[src/rtl/uart_pkg.sv]
// ---------------------------------------------------------------------------
// uart_pkg
// Shared definitions for the UART receive path.
//   rx_state_t     : receive deframer FSM encoding
//   DW_5 .. DW_8   : data_width_i encodings (character length 5..8 bits)
//   STOP_1, STOP_2 : stop_bits_i encodings
//   width_decode() : maps a data_width code to its bit count
// ---------------------------------------------------------------------------
package uart_pkg;

    typedef enum logic [2:0] {
        RX_IDLE      = 3'd0,
        RX_START     = 3'd1,
        RX_DATA      = 3'd2,
        RX_PARITY    = 3'd3,
        RX_STOP      = 3'd4,
        RX_WAIT_IDLE = 3'd5
    } rx_state_t;

    localparam logic [1:0] DW_5 = 2'b00;
    localparam logic [1:0] DW_6 = 2'b01;
    localparam logic [1:0] DW_7 = 2'b10;
    localparam logic [1:0] DW_8 = 2'b11;

    localparam logic STOP_1 = 1'b0;
    localparam logic STOP_2 = 1'b1;

    // Character length in bits for a data_width code (5..8).
    function automatic logic [3:0] width_decode(input logic [1:0] code);
        return 4'd5 + {2'b00, code};
    endfunction

endpackage

[src/rtl/uart_rx_deframer.sv]
// ---------------------------------------------------------------------------
// uart_rx_deframer
// Receive-side UART frame decoder. Driven by a falling-edge pulse on the
// synchronized rx line and a 16x (OVERSAMPLE) tick, it validates the start
// bit at mid-bit, samples LSB-first data, optional parity and one or two stop
// bits, then presents the character plus error flags for one clock.
//
// Ports
//   clk_i          system clock
//   rst_n_i        asynchronous active-low reset
//   enable_i       receiver enable; low aborts any frame in progress
//   rx_i           synchronized serial line, idle high
//   start_edge_i   one-cycle pulse on rx_i falling edge
//   ov_tick_i      one-cycle pulse at OVERSAMPLE x baud
//   data_width_i   00=5, 01=6, 10=7, 11=8 data bits
//   parity_en_i    parity bit present
//   parity_odd_i   1=odd parity, 0=even parity
//   stop_bits_i    0=one stop bit, 1=two stop bits
//   data_o         received character, right-aligned, unused MSBs 0
//   data_valid_o   one-cycle pulse: data_o and error flags are valid
//   parity_err_o   parity mismatch (qualified by data_valid_o)
//   frame_err_o    a stop bit sampled 0 (qualified by data_valid_o)
//   break_o        all-zero frame incl. first stop bit (qualified by data_valid_o)
//   busy_o         FSM is not idle
// ---------------------------------------------------------------------------
module uart_rx_deframer
    import uart_pkg::*;
#(
    parameter int OVERSAMPLE = 16,
    parameter int MAX_WIDTH  = 8
) (
    input  logic                 clk_i,
    input  logic                 rst_n_i,
    input  logic                 enable_i,
    input  logic                 rx_i,
    input  logic                 start_edge_i,
    input  logic                 ov_tick_i,
    input  logic [1:0]           data_width_i,
    input  logic                 parity_en_i,
    input  logic                 parity_odd_i,
    input  logic                 stop_bits_i,
    output logic [MAX_WIDTH-1:0] data_o,
    output logic                 data_valid_o,
    output logic                 parity_err_o,
    output logic                 frame_err_o,
    output logic                 break_o,
    output logic                 busy_o
);

    localparam int TICK_W    = $clog2(OVERSAMPLE);
    localparam int BIT_CNT_W = $clog2(MAX_WIDTH + 1);
    localparam int IDX_W     = $clog2(MAX_WIDTH);

    // Last tick count of the half bit (start validation) and of a full bit.
    localparam logic [TICK_W-1:0] HALF_LAST = TICK_W'(OVERSAMPLE / 2 - 1);
    localparam logic [TICK_W-1:0] FULL_LAST = TICK_W'(OVERSAMPLE - 1);

    // FSM and counters
    rx_state_t              state_q, state_d;
    logic [TICK_W-1:0]      tick_cnt_q, tick_cnt_d;
    logic [BIT_CNT_W-1:0]   bit_cnt_q, bit_cnt_d;
    logic [MAX_WIDTH-1:0]   shift_q, shift_d;

    // Configuration captured on IDLE->START
    logic [BIT_CNT_W-1:0]   cfg_width_q, cfg_width_d;
    logic                   cfg_par_en_q, cfg_par_en_d;
    logic                   cfg_par_odd_q, cfg_par_odd_d;
    logic                   cfg_two_stop_q, cfg_two_stop_d;

    // In-flight frame status
    logic                   par_err_q, par_err_d;
    logic                   par_bit_q, par_bit_d;
    logic                   frame_err_q, frame_err_d;
    logic                   first_stop_q, first_stop_d;
    logic                   last_stop_q, last_stop_d;

    // Registered outputs
    logic [MAX_WIDTH-1:0]   data_q, data_d;
    logic                   data_valid_q, data_valid_d;
    logic                   parity_err_out_q, parity_err_out_d;
    logic                   frame_err_out_q, frame_err_out_d;
    logic                   break_q, break_d;

    logic                   tick_half;
    logic                   tick_full;
    logic [3:0]             width_req;
    logic [BIT_CNT_W-1:0]   stop_total;
    logic                   first_stop_val;

    assign tick_half = ov_tick_i && (tick_cnt_q == HALF_LAST);
    assign tick_full = ov_tick_i && (tick_cnt_q == FULL_LAST);

    // Requested character length, clamped to what data_o can hold.
    always_comb begin
        width_req = width_decode(data_width_i);
        if (width_req > 4'(MAX_WIDTH)) begin
            width_req = 4'(MAX_WIDTH);
        end
    end

    assign stop_total = (cfg_two_stop_q == STOP_2) ? BIT_CNT_W'(2) : BIT_CNT_W'(1);

    // The first stop bit is either being sampled right now or was stored.
    assign first_stop_val = (bit_cnt_q == '0) ? rx_i : first_stop_q;

    // NOTE: every *_d gets its hold value before the case statement, so no
    // path through this block leaves a variable unassigned (no latches).
    always_comb begin
        state_d          = state_q;
        tick_cnt_d       = tick_cnt_q;
        bit_cnt_d        = bit_cnt_q;
        shift_d          = shift_q;
        cfg_width_d      = cfg_width_q;
        cfg_par_en_d     = cfg_par_en_q;
        cfg_par_odd_d    = cfg_par_odd_q;
        cfg_two_stop_d   = cfg_two_stop_q;
        par_err_d        = par_err_q;
        par_bit_d        = par_bit_q;
        frame_err_d      = frame_err_q;
        first_stop_d     = first_stop_q;
        last_stop_d      = last_stop_q;
        data_d           = data_q;
        data_valid_d     = 1'b0;
        parity_err_out_d = parity_err_out_q;
        frame_err_out_d  = frame_err_out_q;
        break_d          = break_q;

        if (state_q != RX_IDLE && !enable_i) begin
            // Abort: drop the frame without touching the output registers.
            state_d    = RX_IDLE;
            tick_cnt_d = '0;
            bit_cnt_d  = '0;
        end else begin
            case (state_q)
                RX_IDLE: begin
                    // A tick coinciding with the edge is deliberately not counted.
                    tick_cnt_d = '0;
                    bit_cnt_d  = '0;
                    if (start_edge_i && enable_i) begin
                        state_d        = RX_START;
                        cfg_width_d    = BIT_CNT_W'(width_req);
                        cfg_par_en_d   = parity_en_i;
                        cfg_par_odd_d  = parity_odd_i;
                        cfg_two_stop_d = stop_bits_i;
                        shift_d        = '0;
                        par_err_d      = 1'b0;
                        par_bit_d      = 1'b0;
                        frame_err_d    = 1'b0;
                        first_stop_d   = 1'b0;
                        last_stop_d    = 1'b0;
                    end
                end

                RX_START: begin
                    if (tick_half) begin
                        tick_cnt_d = '0;
                        bit_cnt_d  = '0;
                        // A line already back high at mid-bit was a glitch.
                        state_d    = rx_i ? RX_IDLE : RX_DATA;
                    end else if (ov_tick_i) begin
                        tick_cnt_d = tick_cnt_q + TICK_W'(1);
                    end
                end

                RX_DATA: begin
                    if (tick_full) begin
                        tick_cnt_d                      = '0;
                        shift_d[bit_cnt_q[IDX_W-1:0]]   = rx_i;
                        if (bit_cnt_q == cfg_width_q - BIT_CNT_W'(1)) begin
                            bit_cnt_d = '0;
                            state_d   = cfg_par_en_q ? RX_PARITY : RX_STOP;
                        end else begin
                            bit_cnt_d = bit_cnt_q + BIT_CNT_W'(1);
                        end
                    end else if (ov_tick_i) begin
                        tick_cnt_d = tick_cnt_q + TICK_W'(1);
                    end
                end

                RX_PARITY: begin
                    if (tick_full) begin
                        tick_cnt_d = '0;
                        par_bit_d  = rx_i;
                        // Unused MSBs of shift_q are zero, so a full-width XOR is safe.
                        par_err_d  = ((^shift_q) ^ rx_i) != cfg_par_odd_q;
                        state_d    = RX_STOP;
                    end else if (ov_tick_i) begin
                        tick_cnt_d = tick_cnt_q + TICK_W'(1);
                    end
                end

                RX_STOP: begin
                    if (bit_cnt_q == stop_total) begin
                        // Cycle in which data_valid_o is high; leave afterwards so
                        // busy_o drops one cycle after the valid pulse.
                        tick_cnt_d = '0;
                        bit_cnt_d  = '0;
                        state_d    = last_stop_q ? RX_IDLE : RX_WAIT_IDLE;
                    end else if (tick_full) begin
                        tick_cnt_d  = '0;
                        bit_cnt_d   = bit_cnt_q + BIT_CNT_W'(1);
                        last_stop_d = rx_i;
                        frame_err_d = frame_err_q | ~rx_i;
                        if (bit_cnt_q == '0) begin
                            first_stop_d = rx_i;
                        end
                        if (bit_cnt_q + BIT_CNT_W'(1) == stop_total) begin
                            data_valid_d     = 1'b1;
                            data_d           = shift_q;
                            parity_err_out_d = cfg_par_en_q & par_err_q;
                            frame_err_out_d  = frame_err_q | ~rx_i;
                            break_d          = (shift_q == '0)
                                             && !(cfg_par_en_q && par_bit_q)
                                             && !first_stop_val;
                        end
                    end else if (ov_tick_i) begin
                        tick_cnt_d = tick_cnt_q + TICK_W'(1);
                    end
                end

                RX_WAIT_IDLE: begin
                    // Line held low after the frame: wait for it to release
                    // before another start edge can be accepted.
                    if (rx_i) begin
                        state_d = RX_IDLE;
                    end
                end

                default: begin
                    state_d    = RX_IDLE;
                    tick_cnt_d = '0;
                    bit_cnt_d  = '0;
                end
            endcase
        end
    end

    // NOTE: state is updated with non-blocking assignments only, so every
    // flop samples the pre-edge value of every other flop.
    always_ff @(posedge clk_i or negedge rst_n_i) begin
        if (!rst_n_i) begin
            state_q          <= RX_IDLE;
            tick_cnt_q       <= '0;
            bit_cnt_q        <= '0;
            shift_q          <= '0;
            cfg_width_q      <= '0;
            cfg_par_en_q     <= 1'b0;
            cfg_par_odd_q    <= 1'b0;
            cfg_two_stop_q   <= 1'b0;
            par_err_q        <= 1'b0;
            par_bit_q        <= 1'b0;
            frame_err_q      <= 1'b0;
            first_stop_q     <= 1'b0;
            last_stop_q      <= 1'b0;
            data_q           <= '0;
            data_valid_q     <= 1'b0;
            parity_err_out_q <= 1'b0;
            frame_err_out_q  <= 1'b0;
            break_q          <= 1'b0;
        end else begin
            state_q          <= state_d;
            tick_cnt_q       <= tick_cnt_d;
            bit_cnt_q        <= bit_cnt_d;
            shift_q          <= shift_d;
            cfg_width_q      <= cfg_width_d;
            cfg_par_en_q     <= cfg_par_en_d;
            cfg_par_odd_q    <= cfg_par_odd_d;
            cfg_two_stop_q   <= cfg_two_stop_d;
            par_err_q        <= par_err_d;
            par_bit_q        <= par_bit_d;
            frame_err_q      <= frame_err_d;
            first_stop_q     <= first_stop_d;
            last_stop_q      <= last_stop_d;
            data_q           <= data_d;
            data_valid_q     <= data_valid_d;
            parity_err_out_q <= parity_err_out_d;
            frame_err_out_q  <= frame_err_out_d;
            break_q          <= break_d;
        end
    end

    assign data_o       = data_q;
    assign data_valid_o = data_valid_q;
    assign parity_err_o = parity_err_out_q;
    assign frame_err_o  = frame_err_out_q;
    assign break_o      = break_q;
    assign busy_o       = (state_q != RX_IDLE);

endmodule

[config.mk]
export PLATFORM = sky130hd
export DESIGN_NAME = uart_rx_deframer
export DESIGN_NICKNAME = d
export VERILOG_FILES = /design/src/rtl/uart_pkg.sv /design/src/rtl/uart_rx_deframer.sv
export SDC_FILE = /design/constraint.sdc
export NUM_CORES = 1
export LEC_CHECK = 0
export CAP_MARGIN = 0
export CORE_MARGIN = 10
export CORE_UTILIZATION = 40
export CTS_CLUSTER_DIAMETER = 100
export DETAILED_ROUTE_END_ITERATION = 12
export HOLD_SLACK_MARGIN = 0.02
export PLACE_DENSITY = 0.59
export SLEW_MARGIN = 20
export SYNTH_ARGS = -nofsm -noshare
export SYNTH_HDL_FRONTEND = slang
export SYNTH_SLANG_ARGS = --single-unit
[constraint.sdc]
create_clock -name clk_i -period 3 [get_ports clk_i]
set_input_delay 0.3 -clock clk_i [delete_from_list [all_inputs] [get_ports clk_i]]
set_output_delay 0.3 -clock clk_i [all_outputs]
set_load 0.01 [all_outputs]
Word level (Yosys, flattened, before mapping):

Index checks and enable logic that the tools add are counted.

* $add $sub $neg: 4
* multiply operators: 0
* div/mod/pow operators: 0
* $lt $le $gt $ge: 3
* eq/ne operators: 26
* shifts and indexed selects: 0
* muxes and demuxes: 52
* bitwise gates (word level): 6
* reduce and logical (&&, ||, !) cells: 28

Operator list (count)
* $mux W4: 12
* $pmux W4 S4: 2
* $mux W3: 10
* $ne A3 B3 Y1 const B: 7
* $pmux W3 S6: 1
* $mux W8: 2
* $pmux W8 S2: 1
* $mux W1: 15
* $ne A2 B2 Y1 const B: 6
* $reduce_and A4 Y1: 3
* $pmux W1 S2: 5
* $reduce_and A5 Y1: 2
* $add A4 B1 Y4 const B: 2
* $bwmux W8: 1
* $eq A4 B2 Y1: 2
* $logic_and A1 B1 Y1: 8
* $logic_not A8 Y1: 1
* $reduce_xor A8 Y1: 1
* $reduce_and A7 Y1: 1
* $eq A3 B2 Y1 const B: 2
* $eq A3 B3 Y1 const B: 2
* $reduce_bool A2 Y1: 3
* $add A3 B2 Y4 const A: 1
* $eq A4 B3 Y1 const B: 1
* 22 further kinds: 28

* register bits: 43
* bits in latches: 0
* memory bits (writable): 0
* memory bits (read-only): 0
* input bits: 11
* logic and storage cells: 137
* memories kept: 0

Depth between registers and ports, before layout:

Gate-level depths: netlist (run 1).

* word-level depth: 7
* gate-level depth with buffers: 8
* gate-level depth less buffers: 7

Worst setup path after synthesis (run 1):

No wires, ideal clock.

* path type: reg-to-reg
* start: reg bit_cnt_q[0]
* end: reg break_q, in the netlist break_o
* setup time: 125 ps
* arrival time: 2294 ps
* path slack: 581 ps
* cell stages (with the launch flop): 9
* buffers on the path: 2
* cell sequence: dfrtp_1 -> buf_4 -> clkinv_1 -> ha_1 -> nor4_1 -> a41oi_1 -> nor4b_4 -> buf_8 -> mux2_4

* longest elaborated chain between the ends: 4
* elaborated cells on any way between the ends: 9

RTL lines
* from (decl): line uart_rx_deframer.sv:61 `logic [BIT_CNT_W-1:0] bit_cnt_q, bit_cnt_d;`
* from (signal assigned): line uart_rx_deframer.sv:263 `bit_cnt_q <= bit_cnt_d;`
* branches (longest 4 deep; another with $add A4 B1 Y4)
* to (signal assigned): line uart_rx_deframer.sv:278 `break_q <= break_d;`
* to (decl): line uart_rx_deframer.sv:82 `logic break_q, break_d;`

Several ways; the timed one is not identified.
A chain may end at the register's enable or synchronous reset.

Final worst setup path (run 1):

* start: reg bit_cnt_q[0]
* end: reg data_q[0], in the netlist data_o[0]

* longest elaborated chain between the ends: 3
* elaborated cells on any way between the ends: 5

RTL lines
* $add A4 B1 Y4 or $eq A4 B2 Y1 (tied branches): line uart_rx_deframer.sv:207, uart_rx_deframer.sv:193
* $eq A4 B2 Y1 or $not A1 Y1 (tied branches)
* $reduce_and A5 Y1 (no line) (*)
* to (signal assigned): line uart_rx_deframer.sv:274 `data_q <= data_d;`
* to (decl): line uart_rx_deframer.sv:78 `logic [MAX_WIDTH-1:0] data_q, data_d;`

Every way passes the cells marked *; elsewhere a longest branch is shown, timed or not.

==> impl_metrics.py, run 1 <==
metrics = {
    "global_route": {
        "use_met3": 0.0323,
        "antenna_found_initial": 0,
        "grt-busiest-layer": "met2",
        "grt_pass1_vias": 1963,
        "grt_pass1_wl_mm": 9.46,
        "grt_max_degree": 44,
        "grt_overflow": 0,
        "grt_usage": 0.113,
        "grtUsageMet2": 0.175,
        "grt_use_met1": 0.153,
    },
    "detailed_routing": {
        "wirelength_mm": 5.56,
        "wl_per_cell_um": 15.6,
        "vias_per_cell": 5.45,
        "vias": 1945,
        "antenna_left": 0,
        "dr.pass1.iters": 4,
        "first_iter_violations": 143,
        "drc": 0,
    },
    "sta": {
        "min_period_ns": 2.59,
        "fmax_mhz": 387,
        "timing.hold.ws_ns": -0.0105,
        "hold_violations": 43,
        "rsz0062_at_grt": "false",
        "finalSetupTns_ns": 0,
        "setup_violations": 0,
        "fin_crit_sh": 0.862,
        "finClkSkew_ns": 0.00571,
        "slew_violations": 0,
        "relSlewSlack": 0.615,
        "tightest_slew_ns": 0.570,
    },
    "setup_path": {
        "r2r_slack_ns": 0.41,
        "crit_required_ns": 3.19,
        "r2r-start": "bit_cnt_q[0]",
        "r2r-end": "data_o[0]",
        "path_max_fanout": 14,
        "crit_type": "reg -> reg",
        "r2r_cells": 7,
        "worstPathArrival_ns": 2.77,
        "endpoint_kind": "register",
        "start_kind": "register",
    },
    "clock_tree": {
        "ctsLongestPathBuffers": 2,
        "cts_tree": "built",
        "htree_levels": 2,
        "path_clk_slew_ns": 0.08,
        "cts_resized": 0,
        "postCtsHoldBufs": 0,
        "cts_sinks": 43,
        "post_cts_buffers": 0,
        "clkLatencyLatePin_ns": 0.30,
        "cts-root-buf": "clkbuf_8",
        "cts_buffers": 5,
    },
    "pwr": {
        "ir_worst_vdd_mv": 0.363,
        "power_frac_comb": 0.353,
        "p_sw_frac": 0.380,
        "seqPwrFrac": 0.441,
        "internal_power_uw": 1120,
        "p_switching_uw": 686,
        "p_leak_uw": 0.00128,
        "clockPowerShare": 0.207,
        "p_per_area_nw_per_um2": 613,
    },
    "logic_synthesis": {
        "synth.area.top_cells": "dfrtp_1 42%, ha_1 4.9%, mux2_4 4.7%, mux2_2 4.0%, o21ai_0 3.9%",
        "synth_cell_types": 54,
        "avgSynthCellArea_sq_um": 10.1,
        "yosys.area.top_type_share": 0.420,
        "syn_inst": 253,
        "ys_seq_elements": 43,
        "yosysWarnings": 0,
        "synth_edf_count": 0,
        "yosys.area.top_type": "dfrtp_1",
        "synth-seq-area-share": 0.420,
        "async_flop_share": 1.00,
        "synth_nets": 274,
        "syn_area_sq_um": 2560,
        "synth_ff_type": "dfrtp_1",
    },
    "floorplanning": {
        "die_y_um": 100,
        "pin_count": 24,
        "dieArea_sq_um": 10000,
        "core_area_sq_um": 6280,
        "start_util": 0.408,
        "dieWidth_um": 100,
        "core.rowCount": 29,
    },
    "layout": {
        "fin_nets": 300,
        "drive_gt1_frac": 0.136,
        "final.fill_count": 617,
        "diodes": 0,
        "area_growth_pct": 15.1,
        "final_util": 0.469,
        "multi_input_area_sq_um": 1340,
        "seq_area_sq_um": 1080,
    },
    "placed_design": {
        "dp_hpwl_mm": 4.16,
        "io_buffers": 23,
        "gp_congestion": 0.845,
    },
    "flow_run": {
        "maxCapViolCount": 0,
    },
    "run_status": {
        "violations": "negative hold slack",
        "status": "finished, violations left",
    },
    "hold_path": {
        "min_path_type": "in -> async",
    },
}
## registers in the layout (all words and copies together) (netlist names)
register	cells
break_o	1
shift_q	8
cfg_par_odd_q	1
data_o	8
state_q	3
frame_err_q	1
cfg_two_stop_q	1
frame_err_o	1
first_stop_q	1
cfg_width_q	4
last_stop_q	1
par_err_q	1
parity_err_o	1
data_valid_o	1
par_bit_q	1
tick_cnt_q	4
bit_cnt_q	4
cfg_par_en_q	1
## stage by stage
step | total power [uW] | worst slack, ns | instances | cell area (sq um)
6_report | 1810 | 0.415 | 357 | 2950
5_1_grt | 1940 | 0.291 | 357 | 2950
4_1_cts | 1830 | 0.420 | 357 | 2940
3_5_place_dp | 1450 | 0.419 | 349 | 2860
3_3_place_gp | 1440 | 0.530 | 349 | 2860
2_1_floorplan | 1260 | 0.581 | 253 | 2560
## per-layer routing
layer	wire length (um)	up-vias
met5	0	-
met4	34	0
met3	329	6
met2	2600	40
met1	2600	927
li1	-	972
## layout by cell type, fill, tap and decap left out, types with 9 or more instances in the layout
cell,synthesis,layout
nor2_1,10,10
a31oi_1,9,9
clkdlybuf4s50_1,0,22
ha_1,10,10
dfrtp_1,43,43
nand2_1,22,22
inv_1,18,18
o21ai_0,20,20
mux2_2,9,9
nand3_1,9,9
## cells in the mapped netlist, types with 2 or more instances
| cell | instances |
|---|---|
| o211ai_1 | 4 |
| nor3_1 | 5 |
| o31ai_1 | 6 |
| o21ai_0 | 20 |
| nor2_1 | 10 |
| mux2_4 | 8 |
| a21oi_1 | 3 |
| and3_1 | 3 |
| nor3b_1 | 2 |
| o2111ai_1 | 2 |
| nand2_1 | 22 |
| nand3_1 | 9 |
| xor2_1 | 2 |
| ha_1 | 10 |
| a22oi_1 | 3 |
| dfrtp_1 | 43 |
| a21o_1 | 4 |
| clkinv_1 | 2 |
| buf_4 | 2 |
| xnor2_1 | 8 |
| o32ai_1 | 2 |
| o31a_1 | 2 |
| inv_1 | 18 |
| mux2i_1 | 5 |
| nand4_1 | 3 |
| nor2b_1 | 2 |
| mux2_2 | 9 |
| a31oi_1 | 9 |
| or2_2 | 2 |
| nand2b_1 | 3 |
| a211oi_1 | 3 |
| clkbuf_1 | 4 |
| a22o_1 | 2 |
## worst max-delay path by stage
stage	slack, ns	from	cells past startpoint	endpoint
CTS	0.42	bit_cnt_q[0]	7	data_o[0]
finish	0.41	bit_cnt_q[0]	7	data_o[0]
global placement	0.53	bit_cnt_q[0]	7	data_o[0]
detailed placement	0.42	bit_cnt_q[0]	7	data_o[0]
floorplan	0.58	bit_cnt_q[0]	8	break_o
global route	0.29	bit_cnt_q[0]	7	data_o[1]
## logic make-up after synthesis
kind of cell	after synthesis	synth area share
buffers and inverters	30	0.0547
adder cells (fa/ha/maj)	10	0.0489
AO/OA/AOI/OAI	68	0.179
XOR/XNOR	12	0.0499
flip-flops	43	0.420
multiplexers	22	0.106
AND/OR/NAND/NOR	68	0.141
## critical path, stage by stage (launching register included)
cell and delay, ns:
dfrtp_1 0.64, clkinv_1 0.18, ha_1 0.35, nor4_1 0.28
a41oi_1 0.11, nor4b_4 0.30, buf_4 0.27, mux2_2 0.35
## power by group through the flow
| stage | Combinational (uW) | Clock, uW | Sequential [uW] |
|---|---|---|---|
| 6_report | 637 | 373 | 796 |
| 5_1_grt | 724 | 404 | 815 |
| 4_1_cts | 645 | 386 | 795 |
| 3_5_place_dp | 644 | 0 | 807 |
| 3_3_place_gp | 634 | 0 | 803 |
| 2_1_floorplan | 526 | 0 | 736 |
## layout make-up
class | instances | share of cell area
clock buffer | 6 | 0.0246
clock inverter | 2 | 0.00425
inverter | 21 | 0.0268
multi-input combinational | 180 | 0.456
sequential | 43 | 0.365
tap | 77 | 0.0327
timing repair buffer | 28 | 0.0901
Power figures use the tool's default switching activity.
==> run 2, diff against run 1 <==
CTS_CLUSTER_DIAMETER = default   (was 100)
clock period = 3.2 ns   (was 3 ns; I/O delays follow)
==> impl_metrics.py, run 2 (synthesized netlist as in run 1, its figures left out) <==
metrics = {
    "global_route": {
        "grt_pass1_vias": 1988,
        "grt_usage": 0.116,
        "grt_pass1_wl_mm": 9.54,
        "antenna_found_initial": 0,
        "grt_overflow": 0,
        "grt_max_degree": 44,
    },
    "floorplanning": {
        "die_y_um": 100,
        "core.rowCount": 29,
        "start_util": 0.408,
        "dieArea_sq_um": 10000,
        "dieWidth_um": 100,
        "core_area_sq_um": 6280,
        "pin_count": 24,
    },
    "layout": {
        "final.fill_count": 599,
        "diodes": 0,
        "final_util": 0.471,
        "fin_nets": 298,
        "area_growth_pct": 15.5,
        "drive_gt1_frac": 0.133,
        "fin_area_sq_um": 2960,
        "mostFrequentLayoutCells": "43 x dfrtp_1, 22 x nand2_1, 22 x clkdlybuf4s50_1",
        "final_common_cell": "dfrtp_1",
    },
    "run_status": {
        "status": "complete, no violations",
    },
    "placed_design": {
        "gp_congestion": 0.841,
        "io_buffers": 23,
        "placed_cell_area_sq_um": 2840,
        "dp_hpwl_mm": 4.12,
    },
    "hold_path": {
        "min_path_type": "in -> async",
    },
    "sta": {
        "setup_violations": 0,
        "finClkSkew_ns": 0.00483,
        "fin_crit_sh": 0.867,
        "tightest_slew_ns": 0.627,
        "slew_violations": 0,
        "hold_violations": 0,
        "relSlewSlack": 0.577,
        "rsz0062_at_grt": "false",
        "fmax_mhz": 360,
        "finalSetupTns_ns": 0,
        "min_period_ns": 2.77,
    },
    "pwr": {
        "ir_worst_vdd_mv": 0.302,
        "p_per_area_nw_per_um2": 595,
        "p_leak_uw": 0.00129,
    },
    "clock_tree": {
        "clkLatencyLatePin_ns": 0.30,
        "post_cts_buffers": 0,
        "postCtsHoldBufs": 0,
        "ctsLongestPathBuffers": 2,
        "htree_levels": 2,
        "cts-root-buf": "clkbuf_8",
        "cts_tree": "built",
        "path_clk_slew_ns": 0.08,
        "cts_sinks": 43,
        "cts_resized": 0,
        "cts_buffers": 5,
    },
    "detailed_routing": {
        "vias_per_cell": 5.54,
        "wirelength_mm": 5.50,
        "dr.pass1.iters": 4,
        "vias": 1965,
        "first_iter_violations": 139,
        "wl_per_cell_um": 15.5,
        "antenna_left": 0,
        "drc": 0,
    },
    "setup_path": {
        "crit_required_ns": 3.39,
        "crit_type": "reg -> reg",
        "r2r_cells": 7,
        "worstPathArrival_ns": 2.96,
        "path_max_fanout": 13,
        "r2r-start": "bit_cnt_q[1]",
        "endpoint_kind": "register",
        "start_kind": "register",
        "r2r_slack_ns": 0.43,
        "r2r-end": "data_o[0]",
    },
    "flow_run": {
        "maxCapViolCount": 0,
    },
}
## run 2: cell count changes in the layout (fill, tap and decap cells not counted)
cell / change
buf_4: -2
bufinv_16: +1
clkbuf_1: -1
clkinv_4: +1
clkinvlp_4: -1
## run 2: cell type report
| type | instances | area, sq um | area share |
|---|---|---|---|
| Tap cell | 77 | 96.3 | 0.0326 |
| Inverter | 21 | 78.8 | 0.0266 |
| Clock inverter | 3 | 43.8 | 0.0148 |
| Sequential cell | 43 | 1080 | 0.364 |
| Multi-Input combinational cell | 180 | 1340 | 0.454 |
| Timing Repair Buffer | 26 | 250 | 0.0846 |
| Clock buffer | 5 | 68.8 | 0.0233 |
## run 2: critical path, cell delays in order (launching register included)
cell and delay (ns):
dfrtp_1 0.63, clkinv_1 0.32, ha_1 0.38, nor4_1 0.28
a41oi_1 0.12, nor4b_4 0.31, buf_4 0.27, mux2_2 0.35
## run 2: worst max path at each step
| stage | cells past startpoint | slack (ns) | to | start |
|---|---|---|---|---|
| floorplan | 8 | 0.78 | break_o | bit_cnt_q[0] |
| global placement | 7 | 0.51 | data_o[1] | bit_cnt_q[0] |
| detailed placement | 7 | 0.41 | data_o[0] | bit_cnt_q[1] |
| CTS | 7 | 0.43 | data_o[0] | bit_cnt_q[0] |
| global route | 7 | 0.12 | data_o[1] | bit_cnt_q[0] |
| finish | 7 | 0.43 | data_o[0] | bit_cnt_q[1] |
## run 2: metal layers
metal,vias up,routed length [um],part of all wire,global-route usage
li1,966,-,-,-
met1,955,2550,0.46,0.145
met2,38,2620,0.48,0.186
met3,6,285,0.052,0.0364
met4,0,46,0.0084,0.0370
met5,-,0,0,0
## run 2: where the power goes
group          leakage [uW]  switching (uW)  total (uW)  internal, uW
Combinational      0.000657             320         590           270
Clock             0.0000581             194         426           232
Sequential         0.000578             123         745           622
Total               0.00129             636        1760          1120
## run 2: through the flow
stage | cells | hold WS [ns] | worst slack (ns) | total power, uW
3_3_place_gp | 347 | 0.468 | 0.515 | 1340
3_5_place_dp | 347 | 0.471 | 0.410 | 1350
2_1_floorplan | 253 | 0.0244 | 0.781 | 1180
6_report | 355 | 0.00833 | 0.425 | 1760
5_1_grt | 355 | 0.0405 | 0.119 | 1900
4_1_cts | 355 | 0.220 | 0.434 | 1780
